**config.mk**
```make
export PLATFORM = sky130hd
export DESIGN_NAME = mul_div_seq_ctrl
export DESIGN_NICKNAME = d
export VERILOG_FILES = /design/src/rtl/mul_div_seq_ctrl.sv
export SDC_FILE = /design/constraint.sdc
export NUM_CORES = 1
export LEC_CHECK = 0
export BUFFER_PORTS_ARGS = -buffer_cell sky130_fd_sc_hd__buf_2
export CAP_MARGIN = 20
export CORE_ASPECT_RATIO = 0.8
export CORE_MARGIN = 3
export CORE_UTILIZATION = 50
export DETAILED_ROUTE_END_ITERATION = 6
export HOLD_SLACK_MARGIN = 0.1
export PLACE_DENSITY = 0.79
export SLEW_MARGIN = 20
export SYNTH_ARGS = -nofsm -noshare
export SYNTH_HDL_FRONTEND = slang
export SYNTH_SLANG_ARGS = --single-unit
export TNS_END_PERCENT = 100
```
**constraint.sdc**
```tcl
create_clock -name CLK -period 2.6 [get_ports CLK]
set_input_delay 0.39 -clock CLK [delete_from_list [all_inputs] [get_ports CLK]]
set_output_delay 0.39 -clock CLK [all_outputs]
set_load 0.01 [all_outputs]
```
**src/rtl/mul_div_seq_ctrl.sv**
```systemverilog
// mul_div_seq_ctrl: operand launch / result capture stage around the
// combinational mul_div array. Operands are registered onto the array on
// input handshake, the array settles for SETTLE_CYCLES edges, then the
// product is captured and presented on the output handshake.
// Optional build macro: ZERO_BYPASS_EN (zero operand skips the settle wait).
module mul_div_seq_ctrl #(
  parameter int DIVISOR_LENGTH  = 3,
  parameter int DEVIDENT_LENGTH = 3,
  parameter int SETTLE_CYCLES   = 2
) (
  input  logic                          CLK,
  input  logic                          RST,
  input  logic                          In_Valid,
  output logic                          In_Ready,
  input  logic [DIVISOR_LENGTH-1:0]     In_OperX,
  input  logic [DEVIDENT_LENGTH-1:0]    In_OperY,
  output logic [DIVISOR_LENGTH-1:0]     Array_OperX,
  output logic [DEVIDENT_LENGTH-1:0]    Array_OperY,
  input  logic [2*DIVISOR_LENGTH-1:0]   Array_Result,
  output logic                          Out_Valid,
  input  logic                          Out_Ready,
  output logic [2*DIVISOR_LENGTH-1:0]   Out_Result,
  output logic                          Busy
);

  if (DEVIDENT_LENGTH != DIVISOR_LENGTH) begin : g_len_chk
    $fatal(1, "DEVIDENT_LENGTH must equal DIVISOR_LENGTH");
  end
  if (SETTLE_CYCLES < 1 || SETTLE_CYCLES > 15) begin : g_settle_chk
    $fatal(1, "SETTLE_CYCLES must be in 1..15");
  end

  typedef enum logic [1:0] {IDLE, SETTLE, HOLD} state_t;

  state_t     state, state_nxt;
  logic [3:0] cnt, cnt_nxt;
  logic       accept;
  logic       capture;
  logic       bypass;

  assign In_Ready  = !RST && (state == IDLE || (state == HOLD && Out_Ready));
  assign accept    = In_Valid && In_Ready;
  assign Out_Valid = (state == HOLD);
  assign Busy      = (state != IDLE);

  // Next-state and settle counter; an accept overrides the HOLD->IDLE exit
  // so the output handshake and the next launch share one edge.
  always_comb begin
    state_nxt = state;
    cnt_nxt   = cnt;
    capture   = 1'b0;
    bypass    = 1'b0;
    case (state)
      SETTLE: begin
        if (cnt == 4'd0) begin
          capture   = 1'b1;
          state_nxt = HOLD;
        end else begin
          cnt_nxt = cnt - 4'd1;
        end
      end
      HOLD: begin
        if (Out_Ready) state_nxt = IDLE;
      end
      default: ;
    endcase
    if (accept) begin
      cnt_nxt   = 4'(SETTLE_CYCLES - 1);
      state_nxt = SETTLE;
`ifdef ZERO_BYPASS_EN
      if (In_OperX == '0 || In_OperY == '0) begin
        bypass    = 1'b1;
        state_nxt = HOLD;
      end
`else
      bypass = 1'b0;
`endif
    end
  end

  // State, counter, operand launch and result capture registers.
  always_ff @(posedge CLK) begin
    if (RST) begin
      state       <= IDLE;
      cnt         <= '0;
      Array_OperX <= '0;
      Array_OperY <= '0;
      Out_Result  <= '0;
    end else begin
      state <= state_nxt;
      cnt   <= cnt_nxt;
      if (accept) begin
        Array_OperX <= In_OperX;
        Array_OperY <= In_OperY;
      end
      if (capture)     Out_Result <= Array_Result;
      else if (bypass) Out_Result <= '0;
    end
  end

endmodule

```
## Word-level counts from Yosys, hierarchy flattened

Index checks and enable logic that the tools add are counted.

| cells by class | value |
|---|---|
| add/subtract/negate cells | 1 |
| equal/unequal tests | 7 |
| mux-type cells | 9 |
| bitwise operators | 1 |
| reduce and logical (&&, ||, !) cells | 16 |

Operators by type and width:

| kind | number |
|---|---|
| $mux W1 | 6 |
| $reduce_and A3 Y1 | 2 |
| $reduce_bool A2 Y1 | 3 |
| $logic_not A4 Y1 | 1 |
| $mux W2 | 2 |
| $ne A2 B2 Y1 const B | 2 |
| $pmux W2 S2 | 1 |
| $reduce_and A2 Y1 | 2 |
| $sub A4 B1 Y4 const B | 1 |
| $logic_and A1 B1 Y1 | 3 |
| $ne A3 B1 Y1 const B | 1 |
| $ne A3 B3 Y1 const B | 1 |
| $reduce_bool A3 Y1 | 1 |
| $eq A2 B1 Y1 const B | 1 |
| $eq A2 B2 Y1 const B | 1 |
| $logic_not A2 Y1 | 1 |
| $ne A2 B1 Y1 const B | 1 |
| $reduce_or A2 Y1 | 1 |
| $logic_not A1 Y1 | 1 |
| $logic_or A1 B1 Y1 | 1 |
| $not A1 Y1 | 1 |

| storage, ports and cells | value |
|---|---|
| register bits after elaboration | 18 |
| input port bits | 16 |
| output and inout port bits | 15 |
| word-level logic and storage cells | 41 |

## Logic depth before layout (Yosys ltp)

Gate-level depths: netlist (run 1).

| logic depth | value |
|---|---|
| word-level depth | 7 |
| gate-level depth with buffers | 7 |
| mapped depth without buffers | 5 |

## Worst setup path before layout (run 1)

OpenSTA, ideal clock, no wires.

| timing path | value |
|---|---|
| path type | register to register |
| start | register state[0] |
| end | register Array_OperX[0] |
| arrival time | 1.482 ns |
| data required time | 2.477 ns |
| path slack | 0.995 ns |
| cell stages (with the launch flop) | 7 |
| buffers on the path | 1 |
| period minus slack after synthesis | 1.605 ns |
| path through | dfxtp_1 inv_1 ha_1 a21o_1 and3_1 buf_2 mux2_1 |

| on the way | value |
|---|---|
| longest elaborated chain between the ends | 5 |
| elaborated cells on any way between the ends | 6 |
| those cells by class | eq/ne (1); reduce/logical (5) |

RTL lines:

| element | line | RTL |
|---|---|---|
| start: declaration | 35 | `state_t state, state_nxt;` |
| start signal: assignment | 90 | `state <= state_nxt;` |
| $eq A2 B2 Y1 | - |  |
| named net Out_Valid | 20 | `output logic Out_Valid,` |
| $logic_and A1 B1 Y1 | 41 | `assign In_Ready = !RST && (state == IDLE \|\| (state == HOLD && Out_Ready));` |
| $logic_or A1 B1 Y1 | 41 |  |
| $logic_and A1 B1 Y1 | 41 |  |
| $logic_and A1 B1 Y1 | 42 | `assign accept = In_Valid && In_Ready;` |
| end signal: assignment | 93 | `Array_OperX <= In_OperX;` |
| end: declaration | 17 | `output logic [DIVISOR_LENGTH-1:0] Array_OperX,` |

The timed path passes the listed nets, and every way through them passes these cells.
A chain may end at the register's enable or synchronous reset.

## Final worst setup path (run 1)

| timing path | value |
|---|---|
| start | register state[0] |
| end | output port In_Ready |

| on the way | value |
|---|---|
| longest elaborated chain between the ends | 4 |
| elaborated cells on any way between the ends | 5 |
| those cells by class | eq/ne (1); reduce/logical (4) |

RTL lines:

| element | line | RTL |
|---|---|---|
| $eq A2 B2 Y1 | 41 |  |
| $logic_and A1 B1 Y1 | 41 |  |
| $logic_or A1 B1 Y1 (*) | 41 |  |
| $logic_and A1 B1 Y1 (*) | 41 |  |
| end: declaration | 14 | `output logic In_Ready,` |

Every way passes the cells marked *; elsewhere a longest branch is shown, timed or not.

==> flow_summary.toml, run 1 <==
[power]
leakagePower_nw = 0.4980
power_density_nw_per_um2 = 1000
vdd_drop_max_mv = 0.6956

[placed_design]
io_buffers = 30
placed_area_um2 = 997.2
dp_hpwl_um = 1311
routabilityCongestion = 0.7868

[synthesis]
ys_ff_latch = 18
synth_cells = 84
syn_area_per_cell_um2 = 10.07
syn-num-nets = 104
seq_area_frac_synth = 0.4260
async_flop_share = 0
synth_area_um2 = 845.8
ys.flop_type = "dfxtp_1"
synth_edf_count = 0
synth_cell_types = 28
ys_warn_count = 0

[floorplanning]
coreArea_um2 = 1486
start_util = 0.5690
fp.dieW_um = 51.99
rows = 12
die-area_um2 = 2224
io_pins = 31
die_h_um = 42.79

[clock_tree]
clock_latency_ns = 0.31
cts_sinks = 18
path_clk_slew_ns = 0.11
holdBufCountCts = 0
cts_resized = 0
clockBufferDepth = 2
cts_tree = "done"
htreeDepth = 1
postCtsSetupRepairBufs = 0
clock-root-buffer = "clkbuf_4"
cts_buffers = 3

[detailed_routing]
first_pass_iters = 4
drt_iter0_drc = 13
wirelength_um = 1756
drc = 0
detail_route.wl_per_cell_um = 13.10
viasPerCell = 5.343
vias = 716
ant_nets = 0

[worst_setup_path]
arrival_ns = 1.54
crit_path_end_kind = "primary output"
crit_fanout = 4
cp-start-kind = "register"
rr_worst_depth = 5
reg2reg_setup_slack_ns = 0.80
r2r_end = "cnt[3]"
cp_data_required_time_ns = 2.21
critical_path_class = "reg -> out"
r2r_start = "state[1]"

[layout]
regArea_um2 = 360.3
fill_cells = 112
final_util = 0.6953
drive_gt1_frac = 0.3097
nets = 134
design_area_um2 = 1033
synthToLayoutAreaGrowth_pct = 22.19
multiInputGateArea_um2 = 437.9
antennaDiodeCount = 0

[sta]
final-hold-violation-count = 0
finalSetupViolations = 0
fmax_mhz = 519.3
worst_slew_pin_slew_ns = 0.3853
fin_crit_sh = 0.7407
relSlewSlack = 0.7432
fin_setup_tns_ns = 0
drv_slew = 0
fin_hold_ws_ns = 0.2828
skew_ns = 0.002174
rsz0062_at_grt = "no"
final.min_clock_period_ns = 1.926

[global_route]
antenna_found_initial = 0
grt_max_degree = 18
grt_pass1_vias = 685
grt_pass1_wl_um = 2877
grt_overflow = 0
grtUsageTotal = 0.1772

[worst_hold_path]
holdPathEnd = "Array_OperY[2]"
whs_path_depth = 2
hold_path.class = "in -> reg"
hold_start = "In_OperY[2]"

[run]
cap_violations = 0

[outcome]
status = "completed"
logic make-up after synthesis:
group	synth area share
AO/OA/AOI/OAI	0.1213
XOR/XNOR	0.01036
adder cells (fa/ha/maj)	0.05917
buffers and inverters	0.05621
flip-flops	0.4260
multiplexers	0.1627
AND/OR/NAND/NOR	0.1642
where the power goes:
| part | internal [mW] | total, mW | switching (mW) |
|---|---|---|---|
| clock | 0.0856 | 0.182 | 0.0962 |
| combinational | 0.219 | 0.473 | 0.254 |
| sequential | 0.343 | 0.379 | 0.0362 |
Yosys cell counts, types with 2 or more instances:
cell type / n / area [µm²]
inv_1: 6 / 22.52
a21oi_1: 2 / 10.01
mux2i_1: 7 / 70.07
buf_2: 5 / 25.02
dfxtp_1: 18 / 360.4
ha_1: 4 / 50.05
a21o_1: 3 / 22.52
nor2b_1: 6 / 37.54
nand2_1: 2 / 7.510
mux2_1: 6 / 67.56
nor2_1: 8 / 30.03
how the worst max path moves through the flow:
stage / cells past startpoint / to / from
6_report: 5 / In_Ready / state[0]
5_1_grt: 5 / In_Ready / state[0]
4_1_cts: 5 / In_Ready / state[0]
3_5_place_dp: 5 / cnt[3] / state[1]
3_3_place_gp: 5 / cnt[3] / state[1]
2_1_floorplan: 6 / Array_OperX[0] / state[0]
placed cells by master, fill, tap and decap left out, drive strengths merged:
master  synthesis  layout
a211oi          1       1
a21o            3       3
a21oi           3       3
a221o           1       1
a311o           1       1
a311oi          1       1
a31o            1       1
and2            1       1
and3            1       1
and4bb          1       1
buf             5      30
clkbuf          0       4
dfxtp          18      18
ha              4       4
inv             6       6
mux2            6       6
mux2i           7       7
nand2           2       2
nand2b          1       1
nor2            8       8
nor2b           6       6
nor3b           1       1
o211ai          1       1
o32ai           1       1
or3             1       1
or3b            1       1
or4b            1       1
xor2            1       1
stage by stage:
stage                     setup WS [ns]  std cells  power [mW]
after global placement           0.8845        130      0.8373
after detailed placement         0.8369        130      0.8536
after global routing             0.6308        134       1.099
after CTS                        0.6798        134       1.037
final                            0.6743        134       1.034
after floorplan                  0.9951         84      0.7391
area by class of cell:
class	count	area share
timing repair buffer	30	0.1453
tap	21	0.02542
clock buffer	4	0.03511
multi-input combinational	55	0.4237
sequential	18	0.3487
inverter	6	0.02179
per-layer routing:
layer,vias to the layer above,GRT usage,wire length (µm)
li1,348,-,-
met1,340,0.2017,773
met2,24,0.2907,833
met3,4,0.06667,119
met4,0,0.07853,30
met5,-,0,0
state kept, by name (all words and copies together), names as in the netlist:
| register | cells |
|---|---|
| Array_OperX | 3 |
| cnt | 4 |
| Out_Result | 6 |
| Array_OperY | 3 |
| state | 2 |
worst max-delay path, stage by stage (launching register included):
cell,delay (ns)
dfxtp_1,0.38
inv_1,0.08
ha_1,0.24
a21o_1,0.23
and2_1,0.16
buf_2,0.14
Note: power is estimated with default switching activity, not from simulation.
==> inputs of run 2 (changes only) <==
Settings changed: ABC_AREA set to 1, CORE_UTILIZATION 50 to 46, PLACE_DENSITY 0.79 to 0.74.
Clock period 2.6 ns to 1.9 ns, I/O delays scaled along.
==> flow_summary.toml, run 2 <==
[outcome]
status = "completed"

[synthesis]
synth_common_cells = "nand2_1 (36), dfxtp_1 (18), nand3_1 (14), a21oi_1 (10), inv_1 (8)"
async_flop_share = 0
yosysTopAreaCell = "dfxtp_1"
syn-num-nets = 130
syn_area_per_cell_um2 = 7.473
ys_ff_latch = 18
ys_warn_count = 0
synth_top_area_frac = 0.4384
synth_area_um2 = 822.0
seq_area_frac_synth = 0.4384
synth_cell_types = 19
synth_cells = 110
ys.flop_type = "dfxtp_1"
synth_edf_count = 0
yosysMostFrequentCell = "nand2_1"
synth.area.top_cells = "dfxtp_1 (44%), nand2_1 (16%), nand3_1 (8.5%)"

[layout]
regMostFlops = "Out_Result"
final_util = 0.6199
nets = 163
synthToLayoutAreaGrowth_pct = 25.11
final_common_cell = "nand2_1"
reg_top3 = "Out_Result x6, cnt x4"
antennaDiodeCount = 0
drive_gt1_frac = 0.3099
final_cell_mix = "nand2_1 (36), buf_2 (30), dfxtp_1 (18), nand3_1 (14), a21oi_1 (10)"
largest_reg_flops = 6

[worst_hold_path]
hold_start = "In_OperX[2]"
whs_path_depth = 3
holdPathEnd = "Array_OperX[2]"
hold_path.class = "in -> reg"

[floorplanning]
die_h_um = 43.81
start_util = 0.4955
fp.dieW_um = 53.27
rows = 13
coreArea_um2 = 1659
die-area_um2 = 2334
io_pins = 31

[global_route]
grt_pass1_vias = 670
top_usage_layer = "met2"
use_met1 = 0.1903
grt_overflow = 0
grt_util_met3 = 0.06529
antenna_found_initial = 0
grt_use_met2 = 0.2861
grt_pass1_wl_um = 2787
grtUsageTotal = 0.1644
grt_max_degree = 11

[run]
cap_violations = 0

[detailed_routing]
viasPerCell = 4.738
wirelength_um = 1712
ant_nets = 0
first_pass_iters = 4
detail_route.wl_per_cell_um = 10.44
drt_iter0_drc = 9
drc = 0
vias = 777

[sta]
drv_slew = 0
final-hold-violation-count = 0
skew_ns = 0.004426
fin_setup_tns_ns = 0
rsz0062_at_grt = "no"
final.min_clock_period_ns = 1.796
finalSetupViolations = 0
fmax_mhz = 556.8
worst_slew_pin_slew_ns = 0.4232
relSlewSlack = 0.7178
fin_crit_sh = 0.9453
fin_hold_ws_ns = 0.2171

[clock_tree]
cts_sinks = 18
clock_latency_ns = 0.29
holdBufCountCts = 0
cts_tree = "done"
path_clk_slew_ns = 0.10
htreeDepth = 1
clockBufferDepth = 2
clock-root-buffer = "clkbuf_4"
cts_buffers = 3

[placed_design]
routabilityCongestion = 0.7480
dp_hpwl_um = 1384
io_buffers = 30

[worst_setup_path]
critical_path_class = "reg -> out"
crit_fanout = 7
reg2reg_setup_slack_ns = 0.44
critical_path.max_stage_delay_ns = 0.33
cp_data_required_time_ns = 1.62
r2r_end = "Array_OperY[1]"
path_delay_family = "flip-flops"
arrival_ns = 1.51
path_buf_inv = 2
r2r_start = "state[0]"
crit_path_end_kind = "primary output"
crit_chain = "inv_1, ha_1, nand2_1, a21oi_4, buf_2"
cp-start-kind = "register"
cp_slowest_cell = "dfxtp_1"
rr_worst_depth = 9

[power]
leakagePower_nw = 0.5351
vdd_drop_max_mv = 0.8289
power_density_nw_per_um2 = 1304
==> run 2: changes by cell type in the layout (fill, tap and decap cells not counted), sizes merged, moves of 6 or more <==
cell and change:
a21oi +8, inv +6, mux2 -6, mux2i -7, nand2 +37, nand3 +15, nor2b -6
==> run 2: logic make-up (layout without fill, tap and decap cells) <==
| logic type | after synthesis | in the layout | synth area share |
|---|---|---|---|
| compound gates | 12 | 12 | 0.08068 |
| xor+xnor | 1 | 1 | 0.01066 |
| fa+ha+maj | 4 | 4 | 0.06089 |
| buf+inv | 14 | 46 | 0.07305 |
| flops | 18 | 18 | 0.4384 |
| simple gates | 61 | 61 | 0.3364 |
==> run 2: timing repair <==
item / CTS / global route
buffers inserted: 0 / 0
gates resized for setup: 0 / 1
setup endpoints to repair: 0 / 1
==> run 2: worst max path at each step <==
stage | end | cells after the start | startpoint | slack (ns)
6_report | In_Ready | 5 | state[0] | 0.10
5_1_grt | In_Ready | 5 | state[0] | 0.02
4_1_cts | In_Ready | 5 | state[0] | 0.07
3_5_place_dp | In_Ready | 5 | state[0] | 0.40
3_3_place_gp | In_Ready | 5 | state[0] | 0.50
2_1_floorplan | In_Ready | 4 | state[0] | 0.59
==> run 2: metrics by stage <==
step | power (mW) | instance area (µm²) | worst slack, ns | instances
floorplan | 0.9410 | 822.0 | 0.5856 | 110
global placement | 1.082 | 984.7 | 0.4993 | 160
detailed placement | 1.111 | 984.7 | 0.3978 | 160
CTS | 1.340 | 1021 | 0.06809 | 164
global route | 1.459 | 1028 | 0.01749 | 164
finish | 1.341 | 1028 | 0.1039 | 164
==> run 2: where the power goes <==
part	switching [mW]	internal [mW]	total [mW]
Clock	0.111	0.117	0.228
Sequential	0.0460	0.463	0.509
Combinational	0.374	0.230	0.604
Total	0.531	0.810	1.34
==> run 2: layout make-up <==
class                           instances  area, µm²
Fill cell                             166      630.6
Multi-Input combinational cell         78      409.1
Sequential cell                        18      360.3
Timing Repair Buffer                   30      150.1
Inverter                               12      45.04
Clock buffer                            4      36.28
Tap cell                               22      27.53
==> run 2: worst register-to-register path: cells and delay by family (launching register included) <==
kind | cells | cell delay [ns]
adder cells (fa/ha/maj) | 1 | 0.27
AND/OR/NAND/NOR | 6 | 0.56
buffers and inverters | 2 | 0.21
flip-flops | 1 | 0.33
==> run 2: per-layer routing <==
metal,vias up,wire length [µm]
met5,-,0
met3,2,132
met1,339,752
li1,416,-
met2,20,817
met4,0,10
